File: src/rtl/alu_seq.sv
// Registered ALU with valid/ready handshakes on both sides and an optional
// iterative shift-add multiplier; results are held until the consumer takes them.
module alu_seq #(
    parameter int unsigned WIDTH  = 4,
    parameter bit          MUL_EN = 1'b1
) (
    input  logic             clk,
    input  logic             rst,
    input  logic             in_valid,
    output logic             in_ready,
    input  logic [WIDTH-1:0] a,
    input  logic [WIDTH-1:0] b,
    input  logic [2:0]       op,
    output logic             out_valid,
    input  logic             out_ready,
    output logic [WIDTH-1:0] c,
    output logic             co,
    output logic             zf,
    output logic             busy
);

    localparam int unsigned    CntW    = (WIDTH > 1) ? $clog2(WIDTH) : 1;
    localparam logic [CntW-1:0] CntLast = CntW'(WIDTH - 1);

    typedef enum logic [1:0] {StIdle, StMul, StDone} state_e;

    state_e               r_state, w_state_next;
    logic [2*WIDTH-1:0]   r_mcand, w_mcand_next;
    logic [WIDTH-1:0]     r_mplier, w_mplier_next;
    logic [2*WIDTH-1:0]   r_acc, w_acc_next;
    logic [CntW-1:0]      r_cnt, w_cnt_next;
    logic [WIDTH-1:0]     r_c, w_c_next;
    logic                 r_co, w_co_next;
    logic                 r_zf, w_zf_next;

    logic [WIDTH-1:0]     w_alu_c;
    logic                 w_alu_co;
    logic [2*WIDTH-1:0]   w_step;
    logic                 w_is_mul;

    // Single-cycle ops; op 110 lands here only when the multiplier is disabled.
    always_comb begin
        w_alu_c  = '0;
        w_alu_co = 1'b0;
        case (op)
            3'b000: w_alu_c = ~a;
            3'b001: w_alu_c = a & b;
            3'b010: w_alu_c = a | b;
            3'b011: w_alu_c = a ^ b;
            3'b100: {w_alu_co, w_alu_c} = {1'b0, a} + {1'b0, b};
            3'b101: begin
                w_alu_c  = a - b;
                w_alu_co = (a < b);
            end
            3'b110: w_alu_c = '0;
            3'b111: w_alu_c = '0;
            default: w_alu_c = '0;
        endcase
    end

    assign w_is_mul = MUL_EN && (op == 3'b110);
    assign w_step   = r_acc + (r_mplier[0] ? r_mcand : '0);

    always_comb begin
        w_state_next  = r_state;
        w_mcand_next  = r_mcand;
        w_mplier_next = r_mplier;
        w_acc_next    = r_acc;
        w_cnt_next    = r_cnt;
        w_c_next      = r_c;
        w_co_next     = r_co;
        w_zf_next     = r_zf;
        case (r_state)
            StIdle: begin
                if (in_valid) begin
                    if (w_is_mul) begin
                        w_mcand_next  = {{WIDTH{1'b0}}, a};
                        w_mplier_next = b;
                        w_acc_next    = '0;
                        w_cnt_next    = '0;
                        w_state_next  = StMul;
                    end else begin
                        w_c_next     = w_alu_c;
                        w_co_next    = w_alu_co;
                        w_zf_next    = (w_alu_c == '0);
                        w_state_next = StDone;
                    end
                end
            end
            StMul: begin
                w_acc_next    = w_step;
                w_mcand_next  = r_mcand << 1;
                w_mplier_next = r_mplier >> 1;
                w_cnt_next    = r_cnt + 1'b1;
                if (r_cnt == CntLast) begin
                    w_c_next     = w_step[WIDTH-1:0];
                    w_co_next    = |w_step[2*WIDTH-1:WIDTH];
                    w_zf_next    = (w_step[WIDTH-1:0] == '0);
                    w_state_next = StDone;
                end
            end
            StDone: begin
                if (out_ready) begin
                    w_state_next = StIdle;
                end
            end
            default: w_state_next = StIdle;
        endcase
    end

    always_ff @(posedge clk) begin
        if (rst) begin
            r_state  <= StIdle;
            r_mcand  <= '0;
            r_mplier <= '0;
            r_acc    <= '0;
            r_cnt    <= '0;
            r_c      <= '0;
            r_co     <= 1'b0;
            r_zf     <= 1'b1;
        end else begin
            r_state  <= w_state_next;
            r_mcand  <= w_mcand_next;
            r_mplier <= w_mplier_next;
            r_acc    <= w_acc_next;
            r_cnt    <= w_cnt_next;
            r_c      <= w_c_next;
            r_co     <= w_co_next;
            r_zf     <= w_zf_next;
        end
    end

    assign in_ready  = (r_state == StIdle);
    assign out_valid = (r_state == StDone);
    assign busy      = (r_state == StMul);
    assign c         = r_c;
    assign co        = r_co;
    assign zf        = r_zf;

endmodule

File: config.mk
export PLATFORM = sky130hd
export DESIGN_NAME = alu_seq
export DESIGN_NICKNAME = d
export VERILOG_FILES = /design/src/rtl/alu_seq.sv
export SDC_FILE = /design/constraint.sdc
export NUM_CORES = 1
export LEC_CHECK = 0
export ABC_CLOCK_PERIOD_IN_PS = 2400
export CELL_PAD_IN_SITES_DETAIL_PLACEMENT = 0
export CELL_PAD_IN_SITES_GLOBAL_PLACEMENT = 1
export CORE_MARGIN = 5
export CORE_UTILIZATION = 42
export DETAILED_ROUTE_END_ITERATION = 7
export PLACE_DENSITY = 0.86
export SYNTH_ARGS = -nofsm -noshare
export SYNTH_HDL_FRONTEND = slang
export SYNTH_SLANG_ARGS = --single-unit
File: constraint.sdc
create_clock -name clk -period 2.4 [get_ports clk]
set_input_delay 0.48 -clock clk [delete_from_list [all_inputs] [get_ports clk]]
set_output_delay 0.48 -clock clk [all_outputs]
set_load 0.01 [all_outputs]
==> summary.md, run 1 <==
| Metric | Value |
|---|---|
| Post-DP HPWL | 4.00 mm |
| Layout area overhead | 36.5% |
| Setup-failing EPs final | 0 |
| Critical path's slowest cell | clkdlybuf4s50_1 |
| Total global routing overflow | 0 |
| Final hold slack | 455 ps |
| Main synth FF type | dfxtp_1 |
| Synthesized flop and latch total | 30 |
| Kind of critical path | in2reg |
| Vias per cell | 5.14 |
| CTS tree | yes |
| Async set-reset flop share out of synthesis | 0 |
| Die Span X | 80.6 um |
| Drt first-iter violations | 102 |
| Critical Path Stages | 7 |
| Initial cell density of the core | 0.437 |
| F_max | 431 MHz |
| FF-to-FF Start | r_mcand[0] |
| WL per Instance | 13.3 um |
| RR Endpoint | co |
| Die Height | 80.6 um |
| Outcome | completed |
| Slew margin rel. | 0.689 |
| Final Skew | 3.38 ps |
| CTS Hold Bufs | 0 |
| Global-route wire length before repair | 8.67 mm |
| GR Util All Layers | 0.170 |
| DRC viols | 0 |
| Worst path arrival time | 2540 ps |
| Root Buffer | clkbuf_8 |
| Top cells by count, synth | nor2_1, dfxtp_1, nand2_1 |
| Hold Fails Final Rpt | 0 |
| Area of the multi-input gates | 0.00140 mm2 |
| Cell count after synthesis | 247 |
| Top post-synthesis cells by area | dfxtp_1, ha_1, nor2_1 |
| Vias | 1953 |
| Synth cell types | 51 |
| Share of post-route cells with drive strength above 1 | 0.256 |
| H-tree levels | 2 |
| Power per cell area | 473 mW/mm2 |
| DR pass1 iterations | 4 |
| CP delay by family, top | simple AND/OR/NAND/NOR gates |
| Mapped Nets | 285 |
| Fin area | 0.00286 mm2 |
| Worst-Skew Late Latency | 280 ps |
| Count leader, synth | nor2_1 |
| Cell breakdown of the critical path | clkdlybuf4s50_1, and3b_1, or3b_1, a21o_1, buf_4, or4_1, o21ai_1 |
| Vias in the first global route | 1940 |
| End of the critical path | zf |
| Rows | 25 |
| Final period util | 0.966 |
| Routed Antenna Nets | 0 |
| Data required time of the worst path | 2620 ps |
| Max Slew Vio Count | 0 |
| Post-Syn Area per Cell | 8.47 um2 |
| R2R Setup Slk | 140 ps |
| Clk sinks | 30 |
| Clock slew at reported path FFs | 70 ps |
| Maxcap violations | 0 |
| Placer Congestion | 0.812 |
| Minimum clock period | 2320 ps |
| IO Count | 24 |
| Setup_tns | 0 ps |
| Nets | 350 |
| DP Area | 0.00268 mm2 |
| Cells on worst reg2reg path | 10 |
| Fill count | 432 |
| Post-synth EDFFs | 0 |
| CP Launch Type | primary input |
| Static leakage | 1.27 nW |
| Clock buffer depth | 2 |
| Max incr delay on CP | 510 ps |
| Worst Hold Class | reg2reg |
| Peak VDD IR | 346 uV |
| Hold Startpoint | r_mplier[3] |
| Antenna Cells | 0 |
| Critical Path Start | op[0] |
| Antenna violations before repair | 0 |
| Register area | 601 um2 |
| Final instance count without filler cells | 380 |
| Worst slew pin tran | 461 ps |
| CTS buffer count | 5 |
| Placed Instances | 370 |
| Critical Path Fanout Max | 4 |
| Input/output buffers | 23 |
| CP Capture Type | flop |
| Ys Warns | 0 |
| Leading area contributor after synthesis | dfxtp_1 |
| Synth top area share | 0.287 |
| Cell area after synthesis | 0.00209 mm2 |
| Largest net degree at the start of global routing | 18 |
| Seq/Total Area, Yosys | 0.287 |
| Detailed Route WL | 5.07 mm |
| Core region area | 0.00479 mm2 |
| Die area | 0.00649 mm2 |
| Buffers & Inverters on Critical Path | 2 |
[through the flow]
step | worst slack (ps) | total power [mW] | util
CTS | -0.0653 | 1.35 | 0.588
floorplan | 216 | 0.691 | -
detailed placement | -384 | 0.835 | 0.559
global placement | -320 | 0.828 | 0.559
global route | -26.2 | 1.42 | 0.597
finish | 81.0 | 1.35 | 0.597
[state kept, by name, indices dropped and copies added (netlist names)]
register,cells
c,4
co,1
r_acc,8
r_cnt,2
r_mcand,8
r_mplier,4
r_state,2
zf,1
[metal layers]
layer  GRT usage  wire length [um]  vias up  share of wire
li1            -                 -     1006              -
met1       0.204              2320      902           0.46
met2       0.300              2480       37           0.49
met3      0.0437               208        8          0.041
met4      0.0422                61        0          0.012
met5           0                 0        -              0
[power breakdown]
group          total [mW]  leakage (nW)  internal, mW  switching, mW
combinational       0.306         0.977         0.166          0.140
clock               0.516        0.0504         0.309          0.208
sequential          0.529         0.243         0.516         0.0131
total                1.35          1.27         0.990          0.360
[cells in the final DEF (no fill, tap or decap), types with 3 or more instances in the layout]
master	n
buf_4	46
mux4_2	3
nand2b_1	3
nand2_1	28
xor2_1	3
nor2_1	31
dfxtp_1	30
nor2b_1	3
inv_1	14
inv_2	3
a22oi_1	9
xnor2_1	5
clkdlybuf4s50_1	20
nor3_1	3
a21o_1	3
clkbuf_8	5
and2_1	6
o211ai_1	3
ha_1	17
a21oi_1	16
a311oi_1	6
nand3_1	3
[final cells by class]
class                           count  area share
Clock buffer                        5      0.0241
Clock inverter                      3      0.0158
Inverter                           17      0.0223
Multi-Input combinational cell    188       0.488
Sequential cell                    30       0.210
Tap cell                           67      0.0293
Timing Repair Buffer               70       0.210
[worst register-to-register path: cells and delay by family, from the launching register on]
kind	cells	cell delay, ps
fa+ha+maj	2	570
compound gates	5	820
simple gates	2	290
buf+inv	1	140
flops	1	310
[what timing repair did]
action                                  4_1_cts  5_1_grt
endpoints found under the setup margin        5        5
pin swaps                                     0        8
buffers inserted                              0        2
resized for setup                             7       11
[worst min-delay path by stage]
stage                  endpoint  cells after the start
global placement    r_mplier[3]                      2
CTS                 r_mplier[3]                      2
floorplan           r_mplier[3]                      2
finish              r_mplier[3]                      2
detailed placement  r_mplier[3]                      2
global route        r_mplier[3]                      2
[logic make-up after synthesis]
kind of cell	count (synthesis)	synth area share
AO/OA/AOI/OAI	63	0.221
XOR/XNOR	8	0.0335
adder cells (fa/ha/maj)	23	0.148
buffers and inverters	29	0.0694
flip-flops	30	0.287
multiplexers	5	0.0431
AND/OR/NAND/NOR	89	0.197
(Power assumes the default switching activity.)
==> inputs of run 2 (changes only) <==
ABC_CLOCK_PERIOD_IN_PS = 2100   (was 2400)
CORE_UTILIZATION = 38   (was 42)
PLACE_DENSITY = 0.83   (was 0.86)
clock period = 2.1 ns   (was 2.4 ns; I/O delays follow)
==> summary.md, run 2 (same netlist as run 1, synthesis figures left out) <==
| Metric | Value |
|---|---|
| Outcome | complete, but fails checks (was completed) |
| Failing checks | setup timing |
| Worst slew pin tran | 418 ps (was 461 ps) |
| H-tree levels | 2 (unchanged) |
| Setup-failing EPs final | 1 (was 0) |
| Largest regs | r_acc x8, r_mcand x8 (unchanged) |
| CP delay by family, top | compound AO/OA/AOI/OAI gates (was simple AND/OR/NAND/NOR gates) |
| Max incr delay on CP | 340 ps (was 510 ps) |
| Clock slew at reported path FFs | 70 ps (about the same) |
| Most frequent cells in the layout | buf_4, nor2_1, nand2_1, dfxtp_1, a21oi_1 (was buf_4, nor2_1, dfxtp_1) |
| Static leakage | 1.32 nW (was 1.27 nW) |
| Final Worst Setup Slack | -113 ps (was 81.0 ps) |
| Met2 Use GR | 0.263 (was 0.300) |
| Cell breakdown of the critical path | and2_4, ha_4, fa_2, a211oi_2, buf_4, nor3_4, o31ai_2, xnor2_1, nand2_1, a311oi_2 (was clkdlybuf4s50_1, and3b_1, or3b_1, a21o_1, buf_4, or4_1, o21ai_1) |
| WL per Instance | 13.8 um (was 13.3 um) |
| Core region area | 0.00544 mm2 (was 0.00479 mm2) |
| Routed Antenna Nets | 0 (unchanged) |
| Die area | 0.00709 mm2 (was 0.00649 mm2) |
| Worst-Skew Late Latency | 290 ps (was 280 ps) |
| Minimum clock period | 2210 ps |
| Data required time of the worst path | 2310 ps (was 2620 ps) |
| Layout area overhead | 45.6% (was 36.5%) |
| Kind of critical path | reg2reg (was in2reg) |
| Peak VDD IR | 263 uV (was 346 uV) |
| Rows | 27 (was 25) |
| Die Span X | 84.2 um (was 80.6 um) |
| Antenna violations before repair | 0 (unchanged) |
| DRC viols | 0 (unchanged) |
| Vias | 1990 (was 1953) |
| Detailed Route WL | 5.46 mm (was 5.07 mm) |
| Buffers & Inverters on Critical Path | 1 (was 2) |
| Share of post-route cells with drive strength above 1 | 0.342 (was 0.256) |
| Power per cell area | 477 mW/mm2 (was 473 mW/mm2) |
| Initial cell density of the core | 0.385 (was 0.437) |
| Global-route wire length before repair | 9.04 mm (was 8.67 mm) |
| Total global routing overflow | 0 (unchanged) |
| Most common cell after layout, fill and taps aside | buf_4 (unchanged) |
| GR Util All Layers | 0.154 (was 0.170) |
| Root Buffer | clkbuf_8 (unchanged) |
| CTS buffer count | 5 (unchanged) |
| Critical path's slowest cell | fa_2 (was clkdlybuf4s50_1) |
| F_max | 452 MHz |
| RSZ-0062 raised after global routing | yes |
| Busiest grt layer | met2 (unchanged) |
| Grt met3 use | 0.0285 (was 0.0437) |
| Maxcap violations | 0 (unchanged) |
| DP Area | 0.00275 mm2 (was 0.00268 mm2) |
| Max Slew Vio Count | 0 (unchanged) |
| Critical Path Fanout Max | 2 (was 4) |
| Pwr Total | 1.45 mW (was 1.35 mW) |
| DR pass1 iterations | 4 (unchanged) |
| Fin area | 0.00305 mm2 (was 0.00286 mm2) |
| Nets | 359 (was 350) |
| Antenna Cells | 0 (unchanged) |
| Largest net degree at the start of global routing | 26 (was 18) |
| Input/output buffers | 23 (unchanged) |
| Met1 Usage GRT | 0.195 (was 0.204) |
| Clock buffer depth | 2 (unchanged) |
| Slew margin rel. | 0.718 (was 0.689) |
| Post-DP HPWL | 4.00 mm (unchanged) |
| Fill count | 510 (was 432) |
| Drt first-iter violations | 86 (was 102) |
| CTS tree | yes (unchanged) |
| CP Capture Type | flop (unchanged) |
| Die Height | 84.2 um (was 80.6 um) |
| Placer Congestion | 0.799 (was 0.812) |
| Worst Hold Class | reg2reg (unchanged) |
| Worst path arrival time | 2420 ps (was 2540 ps) |
| CP Launch Type | flop (was primary input) |
| IO Count | 24 (unchanged) |
| Final Skew | 6.60 ps (was 3.38 ps) |
| Clk sinks | 30 (unchanged) |
| Vias in the first global route | 2012 (was 1940) |
| Final period util | 1.05 |
| Hold Fails Final Rpt | 0 (unchanged) |
| Vias per cell | 5.05 (was 5.14) |
## run 2: worst paths after layout
check / endpoint / cells after the start / start / slack [ps]
max: co / 10 / r_mplier[0] / -110
min: r_mplier[3] / 2 / r_mplier[3] / 460
max reg2reg: co / 10 / r_mplier[0] / -110
min reg2reg: r_mplier[3] / 2 / r_mplier[3] / 460
## run 2: area by class of cell
cell class                 count  area, um2  area share
multi-input combinational    188       1540       0.505
timing repair buffer          79        658       0.216
sequential                    30        603       0.198
tap                           72       90.1      0.0296
clock buffer                   7       86.3      0.0283
inverter                      17       66.3      0.0218
clock inverter                 1       5.00     0.00164
## run 2: report_power, final
part	switching, mW	internal, mW
Combinational	0.166	0.195
Sequential	0.0145	0.590
Clock	0.223	0.264
## run 2: timing repair
action                                  4_1_cts  5_1_grt
hold buffers                                  0        0
endpoints found under the setup margin        6       10
setup buffers                                 2        3
resized for setup                            27       26
pin swaps                                    13       18
## run 2: tightest hold or removal path, cell delays in order (launching register included)
cell,delay (ps)
dfxtp_1,310
nand2_1,50
a21oi_1,50
## run 2: per-stage QoR
| stage | std cells | setup WS (ps) | hold slack, ps | util | TNS [ps] |
|---|---|---|---|---|---|
| after global placement | 382 | -568 | 443 | 0.506 | -2910 |
| after floorplan | 247 | -8.02 | 432 | - | -8.02 |
| after CTS | 392 | -107 | 460 | 0.538 | -176 |
| after detailed placement | 382 | -641 | 451 | 0.506 | -3300 |
| after global routing | 394 | -223 | 488 | 0.560 | -400 |
| final | 394 | -113 | 456 | 0.560 | -113 |
## run 2: per-layer routing
| metal | wire length (um) | up-vias |
|---|---|---|
| met3 | 135 | 10 |
| met2 | 2660 | 27 |
| met4 | 99 | 0 |
| li1 | - | 1018 |
| met1 | 2560 | 935 |
| met5 | 0 | - |
==> inputs of run 3 (changes only) <==
--- a/config.mk
+++ b/config.mk
@@ -7,5 +7,5 @@
 export LEC_CHECK = 0
 export ABC_CLOCK_PERIOD_IN_PS = 2100
-export CELL_PAD_IN_SITES_DETAIL_PLACEMENT = 0
+export CELL_PAD_IN_SITES_DETAIL_PLACEMENT = 1
 export CELL_PAD_IN_SITES_GLOBAL_PLACEMENT = 1
 export CORE_MARGIN = 5
==> constraint.sdc (replaced) <==
create_clock -name clk -period 2.1 [get_ports clk]
set_input_delay 0.42 -clock clk [delete_from_list [all_inputs] [get_ports clk]]
set_output_delay 0.42 -clock clk [all_outputs]
set_load 0.1 [all_outputs]
==> summary.md, run 3 (same netlist as run 1, synthesis figures left out) <==
| Metric | Value |
|---|---|
| Detailed Route WL | 9.39 mm (was 5.46 mm) |
| Die area | 0.00709 mm2 (unchanged) |
| Vias per cell | 5.82 (was 5.05) |
| CP Launch Type | flop (unchanged) |
| Clock slew at reported path FFs | 70 ps (about the same) |
| Buffers & Inverters on Critical Path | 2 (was 1) |
| Final period util | 1.13 (was 1.05) |
| DRC viols | 0 (unchanged) |
| Kind of critical path | reg2reg (unchanged) |
| Root Buffer | clkbuf_8 (unchanged) |
| Vias in the first global route | 2432 (was 2012) |
| Critical Path Fanout Max | 4 (was 2) |
| Total global routing overflow | 0 (unchanged) |
| F_max | 422 MHz (was 452 MHz) |
| Vias | 2370 (was 1990) |
| H-tree levels | 2 (unchanged) |
| DR pass1 iterations | 4 (unchanged) |
| Power per cell area | 500 mW/mm2 (was 477 mW/mm2) |
| Antenna Cells | 0 (unchanged) |
| RSZ-0062 raised after global routing | yes (unchanged) |
| CTS tree | yes (unchanged) |
| Core region area | 0.00544 mm2 (unchanged) |
| Slew margin rel. | 0.647 (was 0.718) |
| CTS buffer count | 5 (unchanged) |
| Outcome | complete, but fails checks (unchanged) |
| Largest regs | r_acc x8, r_mcand x8 (unchanged) |
| Most frequent cells in the layout | buf_4, nor2_1, nand2_1, dfxtp_1, inv_1 (was buf_4, nor2_1, nand2_1, dfxtp_1, a21oi_1) |
| Fill count | 619 (was 510) |
| Max Slew Vio Count | 0 (unchanged) |
| Data required time of the worst path | 2300 ps (was 2310 ps) |
| Nets | 372 (was 359) |
| Clock buffer depth | 2 (unchanged) |
| Failing checks | setup timing (unchanged) |
| Peak VDD IR | 387 uV (was 263 uV) |
| Largest net degree at the start of global routing | 16 (was 26) |
| WL per Instance | 23.1 um (was 13.8 um) |
| Final Worst Setup Slack | -269 ps (was -113 ps) |
| Final hold slack | 472 ps (was 456 ps) |
| Routed Antenna Nets | 0 (unchanged) |
| Rows | 27 (unchanged) |
| Antenna violations before repair | 0 (unchanged) |
| Post-DP HPWL | 5.21 mm (was 4.00 mm) |
| CP delay by family, top | compound AO/OA/AOI/OAI gates (unchanged) |
| Maxcap violations | 0 (unchanged) |
| Critical path's slowest cell | fa_2 (unchanged) |
| Die Height | 84.2 um (unchanged) |
| Worst slew pin tran | 529 ps (was 418 ps) |
| Setup-failing EPs final | 9 (was 1) |
| Hold Fails Final Rpt | 0 (unchanged) |
| Drt first-iter violations | 140 (was 86) |
| Worst-Skew Late Latency | 290 ps (about the same) |
| Cell breakdown of the critical path | buf_6, and2_4, fa_2, a211oi_2, buf_4, nor3_4, o31ai_2, xnor2_1, nand2_1, a311oi_2 (was and2_4, ha_4, fa_2, a211oi_2, buf_4, nor3_4, o31ai_2, xnor2_1, nand2_1, a311oi_2) |
| IO Count | 24 (unchanged) |
| Placer Congestion | 0.803 (was 0.799) |
| Most common cell after layout, fill and taps aside | buf_4 (unchanged) |
| CP Capture Type | flop (unchanged) |
| Initial cell density of the core | 0.385 (unchanged) |
| Clk sinks | 30 (unchanged) |
| GR Util All Layers | 0.211 (was 0.154) |
| Static leakage | 1.43 nW (was 1.32 nW) |
| Worst path arrival time | 2570 ps (was 2420 ps) |
| Minimum clock period | 2370 ps (was 2210 ps) |
| Final Skew | 5.67 ps (was 6.60 ps) |
| Die Span X | 84.2 um (unchanged) |
| Global-route wire length before repair | 12.0 mm (was 9.04 mm) |
| Layout area overhead | 56.5% (was 45.6%) |
| Share of post-route cells with drive strength above 1 | 0.454 (was 0.342) |
| Max incr delay on CP | 400 ps (was 340 ps) |
| Setup_tns | -1010 ps (was -113 ps) |
| Input/output buffers | 23 (unchanged) |
| Worst Hold Class | reg2reg (unchanged) |
| CTS Hold Bufs | 0 (unchanged) |
==> run 3: changes by cell type in the layout (fill, tap and decap cells not counted), moves of 2 or more <==
cell             previous run  this run
buf_4                      54        68
clkdlybuf4s50_1            14         5
buf_6                       1         7
a21oi_1                    15        10
a21oi_2                     2         7
and2_1                      5         1
and2_4                      2         6
dlygate4sd2_1               1         4
buf_12                      1         3
clkbuf_2                    3         1
xor2_1                      3         1
==> run 3: path summary, 6_finish.rpt <==
| check | startpoint | endpoint | slack, ps | depth (start not counted) |
|---|---|---|---|---|
| worst max-delay path | r_mplier[0] | co | -270 | 10 |
| worst min-delay path | r_mplier[3] | r_mplier[3] | 470 | 2 |
| worst max register to register | r_mplier[0] | co | -270 | 10 |
| worst min register to register | r_mplier[3] | r_mplier[3] | 470 | 2 |
==> run 3: per-layer routing <==
layer,wire [um],GRT usage,share of wire
met1,3660,0.235,0.39
met4,394,0.0950,0.042
met5,0,0,0
met3,401,0.0432,0.043
met2,4930,0.382,0.53
==> run 3: area by class of cell <==
cell class | count | area (um2) | area share
timing repair buffer | 92 | 786 | 0.240
tap | 72 | 90.1 | 0.0275
clock buffer | 7 | 86.3 | 0.0264
inverter | 17 | 66.3 | 0.0203
sequential | 30 | 603 | 0.184
clock inverter | 1 | 5.00 | 0.00153
multi-input combinational | 188 | 1640 | 0.500
==> run 3: metrics by stage <==
stage / instances / power [mW] / setup WS, ps / utilization / area [um2]
global route: 407 / 1.69 / -378 / 0.602 / 3270
finish: 407 / 1.64 / -269 / 0.602 / 3270
detailed placement: 387 / 1.07 / -712 / 0.513 / 2790
global placement: 387 / 1.05 / -562 / 0.513 / 2790
CTS: 401 / 1.56 / -191 / 0.555 / 3020
floorplan: 247 / 0.882 / -8.19 / - / 2110
==> run 3: timing repair <==
item,CTS,global route
endpoints found under the setup margin,9,11
pin swaps,19,23
setup buffers,6,8
resized for setup,33,45
cloned,0,0
==> run 3: worst register-to-register path: cells and delay by family, from the launching register on <==
| family | cells | cell delay [ps] |
|---|---|---|
| DFF | 1 | 340 |
| AOI/OAI and AO/OA | 3 | 820 |
| and+or+nand+nor | 3 | 300 |
| buffers and inverters | 2 | 290 |
| xor gates and xnor gates | 1 | 150 |
| adders and majority gates | 1 | 400 |
==> run 3: power by group <==
group / leakage (nW) / switching [mW] / total (mW) / internal [mW]
clock: 0.0482 / 0.238 / 0.502 / 0.264
combinational: 1.14 / 0.310 / 0.529 / 0.219
sequential: 0.244 / 0.0177 / 0.607 / 0.590
